## config.mk

```make
export PLATFORM = sky130hd
export DESIGN_NAME = mem_responder_8085
export DESIGN_NICKNAME = d
export VERILOG_FILES = /design/src/rtl/proc8085_pkg.sv /design/src/rtl/bus_mem_array.sv /design/src/rtl/mem_responder_8085.sv
export SDC_FILE = /design/constraint.sdc
export NUM_CORES = 2
export LEC_CHECK = 0
export ABC_AREA = 1
export BUFFER_PORTS_ARGS = -buffer_cell sky130_fd_sc_hd__buf_2
export CORE_MARGIN = 3
export CORE_UTILIZATION = 30
export CTS_CLUSTER_DIAMETER = 120
export DETAILED_ROUTE_END_ITERATION = 12
export GPL_TIMING_DRIVEN = 0
export PLACE_DENSITY = 0.56
export SLEW_MARGIN = 5
export SYNTH_ARGS = -nofsm -noshare
export SYNTH_HDL_FRONTEND = slang
export SYNTH_SLANG_ARGS = --single-unit
```

## constraint.sdc

```tcl
create_clock -name clk -period 7.25 [get_ports clk]
set_input_delay 1.45 -clock clk [delete_from_list [all_inputs] [get_ports clk]]
set_output_delay 1.45 -clock clk [all_outputs]
set_load 0.1 [all_outputs]
```

## src/rtl/proc8085_pkg.sv

```systemverilog
// Shared types and constants for the 8085 memory-bus responder and its byte RAM.
package proc8085_pkg;

    localparam int BUS_DW = 8;
    localparam int DEF_AW = 16;

    localparam logic [BUS_DW-1:0] RD_FAULT = 8'hFF;

    typedef enum logic [1:0] {
        IDLE,
        WAIT,
        RESP
    } resp_state_t;

    typedef struct packed {
        logic              we;
        logic [DEF_AW-1:0] addr;
        logic [BUS_DW-1:0] wdata;
    } bus_req_t;

endpackage

```

## src/rtl/bus_mem_array.sv

```systemverilog
// Single-port byte RAM: synchronous write and registered read, both gated by en.
module bus_mem_array
    import proc8085_pkg::*;
#(
    parameter int DEPTH = 256,
    parameter int IW    = $clog2(DEPTH)
) (
    input  logic              clk,
    input  logic              en,
    input  logic              we,
    input  logic [IW-1:0]     idx,
    input  logic [BUS_DW-1:0] wdata,
    output logic [BUS_DW-1:0] rdata
);

    logic [BUS_DW-1:0] mem [0:DEPTH-1];

    // Plain always so that test harnesses can preload mem by hierarchical reference.
    always @(posedge clk) begin
        if (en && we) begin
            mem[idx] <= wdata;
        end
    end

    always_ff @(posedge clk) begin
        if (en && !we) begin
            rdata <= mem[idx];
        end
    end

endmodule

```

## src/rtl/mem_responder_8085.sv

```systemverilog
// 8085 memory-bus responder: captures a byte request, waits WAIT_CYC cycles, then acks.
// Optional address fault reporting (err port) is compiled in with MEM_ADDR_CHECK_EN.
module mem_responder_8085
    import proc8085_pkg::*;
#(
    parameter int AW       = DEF_AW,
    parameter int DEPTH    = 256,
    parameter int WAIT_CYC = 1
) (
    input  logic              clk,
    input  logic              reset,
    input  logic              req,
    input  logic              we,
    input  logic [AW-1:0]     addr,
    input  logic [BUS_DW-1:0] wdata,
    output logic [BUS_DW-1:0] rdata,
    output logic              ack,
    output logic              busy
`ifdef MEM_ADDR_CHECK_EN
    ,
    output logic              err
`endif
);

    localparam int IW = $clog2(DEPTH);

    if (AW > DEF_AW || DEPTH > (1 << AW) || (DEPTH & (DEPTH - 1)) != 0 ||
        WAIT_CYC < 0 || WAIT_CYC > 15) begin : g_bad_cfg
        $error("mem_responder_8085: unsupported parameter set");
    end

    resp_state_t       state;
    logic [3:0]        cnt;
    bus_req_t          req_q;
    bus_req_t          cur;
    logic              access;
    logic              in_range;
    logic              fault;
    logic              rd_seen;
    logic              rd_fault;
    logic [BUS_DW-1:0] ram_rdata;

    // In IDLE the zero-wait access must use the live bus, since req_q loads on the same edge.
    always_comb begin
        cur = req_q;
        if (state == IDLE) begin
            cur.we    = we;
            cur.addr  = DEF_AW'(addr);
            cur.wdata = wdata;
        end
    end

    assign access   = ((state == IDLE) && req && (WAIT_CYC == 0)) ||
                      ((state == WAIT) && (cnt == 4'd0));
    assign in_range = 32'(cur.addr) < DEPTH;

`ifdef MEM_ADDR_CHECK_EN
    assign fault = !in_range;
`else
    logic in_range_unused;
    assign in_range_unused = in_range;
    assign fault = 1'b0;
`endif

    bus_mem_array #(
        .DEPTH (DEPTH),
        .IW    (IW)
    ) u_mem (
        .clk   (clk),
        .en    (access && !fault),
        .we    (cur.we),
        .idx   (cur.addr[IW-1:0]),
        .wdata (cur.wdata),
        .rdata (ram_rdata)
    );

    always_ff @(posedge clk) begin
        if (state == IDLE && req) begin
            req_q <= cur;
        end
    end

    always_ff @(posedge clk or negedge reset) begin
        if (!reset) begin
            state    <= IDLE;
            cnt      <= 4'd0;
            ack      <= 1'b0;
            rd_seen  <= 1'b0;
            rd_fault <= 1'b0;
`ifdef MEM_ADDR_CHECK_EN
            err      <= 1'b0;
`endif
        end else begin
            ack <= 1'b0;
`ifdef MEM_ADDR_CHECK_EN
            err <= 1'b0;
`endif
            case (state)
                IDLE: begin
                    if (req) begin
                        if (WAIT_CYC == 0) begin
                            state <= RESP;
                        end else begin
                            state <= WAIT;
                            cnt   <= 4'(WAIT_CYC - 1);
                        end
                    end
                end
                WAIT: begin
                    if (cnt == 4'd0) begin
                        state <= RESP;
                    end else begin
                        cnt <= cnt - 4'd1;
                    end
                end
                RESP:    state <= IDLE;
                default: state <= IDLE;
            endcase

            if (access) begin
                ack <= 1'b1;
`ifdef MEM_ADDR_CHECK_EN
                err <= fault;
`endif
                if (!cur.we) begin
                    rd_seen  <= 1'b1;
                    rd_fault <= fault;
                end
            end
        end
    end

    // rdata reads zero until the first read after reset, then holds the last read result.
    assign rdata = !rd_seen ? '0 : (rd_fault ? RD_FAULT : ram_rdata);
    assign busy  = (state != IDLE);

endmodule

```

==> out/metrics.cfg <==
[status]
status = complete, no violations

[setup_path]
ff2ff_setup_slack_ps = 1560
r2r_start = state[1]
reg2regPathDepth = 11
arrival_ps = 6140
criticalPathCategory = reg -> reg
endpoint_kind = flip-flop
crit_fanout = 10
start_kind = flip-flop
rr_endpoint = u_mem.mem[179][3]
cp.required_ps = 7700

[pwr]
clockPowerShare_pct = 21.9
power_density_mw_per_mm2 = 495.7
p_comb_share_pct = 46.3
p_leak_uw = 0.04050
sw_frac_of_total_pct = 45.49
cell_internal_pwr_uw = 27260
sequentialPowerShare_pct = 31.8
p_sw_uw = 22750
peakVddDrop_mv = 0.4208

[global_routing]
grt_start_max_net_pins = 66
grt_overflow = 0
track_usage_pct = 18.24
grt_pass1_wl_mm = 400.7
grt_pass1_vias = 57923
antenna_found_initial = 26

[job]
max-cap-violations = 0

[sta]
relSlewSlack_pct = 8.729
tightestPinTransition_ps = 1369
max_clock_freq_mhz = 175.7
setup_viol = 0
post-route-min-period_ps = 5691
timing.setup.tns_ps = 0
skew_ps = 38.34
grt_setup_unrepaired = no
worst_slack_ps = 1559
hold_viol = 0
maxSlewViolCount = 0
timing.final.crit_share_pct = 78.50

[placement]
portBuffers = 29
dp_hpwl_mm = 199.1
dpl_worst_slack_ps = 1045
place.gp.congestion = 1.020

[cts]
clock_latency_ps = 850
clockRootBuffer = clkbuf_16
cts_tree = built
clock_sinks = 2081
cts_setup_buffers = 0
ctsHtreeMaxLevel = 4
numCtsBuffers = 208
clk_path_buf_depth = 3
clk_pin_slew_ps = 60
cts-hold-fix-buffers = 0
cts_resized = 0

[floorplanning]
dieArea_mm2 = 0.2996
ioPinCount = 38
die_h_um = 547.4
die_x_um = 547.4
initial_utilization_pct = 30.18
rows = 198
core_area_mm2 = 0.2913

[yosys]
synth_area_mm2 = 0.08793
ys_ff_latch = 2081
yosys_warnings = 0
synth_cell_type_count = 27
netlist_instances = 8564
syn_avg_cell_area_um2 = 10.27
synth_nets = 8594
ys_seq_area_share_pct = 71.02

[route]
drt-wirelength-per-cell_um = 21.81
ant_nets = 0
first_pass_iters = 6
wl_mm = 281.8
drc = 0
vias_per_cell = 4.718
vias = 60970
drt_iter0_drc = 7142

[final_layout]
drive_gt1_share_pct = 7.796
syn2layout_area_growth_pct = 14.74
fill_cells = 29059
nets = 8871

[min_path]
hold_class = in -> async

## synth_stat cells (all sizes together)
cell type | instances | area share (%)
nand2 | 5131 | 22
edfxtp | 2073 | 71
nor2 | 356 | 1.5
nand3 | 338 | 1.9
buf | 310 | 1.8
clkbuf | 162 | 0.69
o21ai | 137 | 0.78
inv | 33 | 0.14
dfrtp | 8 | 0.23
nor3 | 6 | 0.053
or2 | 6 | 0.043
ha | 2 | 0.028
a21oi | 1 | 0.0057
nand3b | 1 | 0.0085
## layout make-up
| class | instances | area [µm²] | area share [%] |
|---|---|---|---|
| multi-input combinational | 5978 | 23220 | 23.02 |
| timing repair buffer | 67 | 1111 | 1.101 |
| antenna | 4 | 10.01 | 0.009921 |
| buffer | 472 | 2208 | 2.189 |
| clock buffer | 254 | 5527 | 5.478 |
| sequential | 2081 | 62450 | 61.90 |
| tap | 3900 | 4880 | 4.836 |
| clock inverter | 133 | 1363 | 1.351 |
| inverter | 33 | 123.9 | 0.1228 |
## worst max-delay path, stage by stage (launching register included)
cell,delay (ps)
dfrtp_1,420
nor2_1,530
buf_6,330
nand2_1,240
o21ai_2,190
inv_2,110
buf_2,330
buf_2,320
nor2_2,280
nand3_1,890
clkbuf_2,770
nor2_1,790
## worst max path at each step
stage | startpoint | endpoint | slack (ps)
final | state[1] | u_mem.mem[179][3] | 1560
after global routing | state[1] | u_mem.mem[114][4] | 1440
after CTS | state[1] | u_mem.mem[179][2] | 1460
after detailed placement | addr[0] | u_mem.mem[114][4] | 1050
after global placement | state[1] | u_mem.mem[156][1] | -5230
after floorplan | state[1] | req_q[0] | 1720
## metal layers
layer | GRT usage [%] | part of all wire [%] | up-vias
met2 | 28.66 | 45 | 2576
met4 | 7.123 | 4.1 | 4
met5 | 0 | 0.0085 | -
li1 | - | - | 28649
met1 | 24.83 | 42 | 29256
met3 | 3.595 | 8.6 | 485
## metrics by stage
stage	hold slack (ps)	std cells	instance area (µm²)	util (%)	power (µW)
5_1_grt	408.5	12920	100900	34.63	52360
2_1_floorplan	494.0	8564	87930	-	28960
4_1_cts	375.8	12918	100900	34.63	49870
6_report	444.7	12922	100900	34.63	50010
3_5_place_dp	520.9	12531	93990	32.26	38970
3_3_place_gp	514.1	12493	92960	31.91	36410
## registers in the layout, summed over array words and instances, names as in the netlist
name         cells
cnt              4
state            2
ack              1
rd_seen          1
u_mem.rdata      8
req_q           17
u_mem.mem     2048
## logic make-up after synthesis
kind of cell    synth area share [%]
buf+inv                        2.644
compound gates                0.7897
flops                          71.02
simple gates                   25.52
fa+ha+maj                    0.02845
## power by group through the flow
| stage | sequential [µW] | combinational (µW) | clock [µW] |
|---|---|---|---|
| 2_1_floorplan | 17000 | 12000 | 0 |
| 3_3_place_gp | 16200 | 20200 | 0 |
| 3_5_place_dp | 16100 | 22800 | 0 |
| 4_1_cts | 15900 | 22900 | 11100 |
| 5_1_grt | 15900 | 24900 | 11600 |
| 6_report | 15900 | 23100 | 11000 |
## cell usage in the layout, fill, tap and decap left out, types with 3 or more instances in the layout
cell and instances:
clkinvlp_4 4, o21ai_1 68, buf_4 7, clkinv_1 56
nor2_2 10, nand3_1 336, or2_1 5, nand2_4 8
buf_6 7, clkbuf_16 215, buf_16 28, clkbuf_2 8
diode_2 4, bufinv_16 26, nand2_1 5112, nand2_2 11
buf_12 9, inv_2 9, dfrtp_1 8, inv_16 3
edfxtp_1 2073, nor2_1 346, clkbuf_1 193, inv_6 4
buf_1 18, nor3_1 4, buf_2 307, inv_1 24
o21ai_0 68, clkinv_2 36
Power figures use the tool's default switching activity.
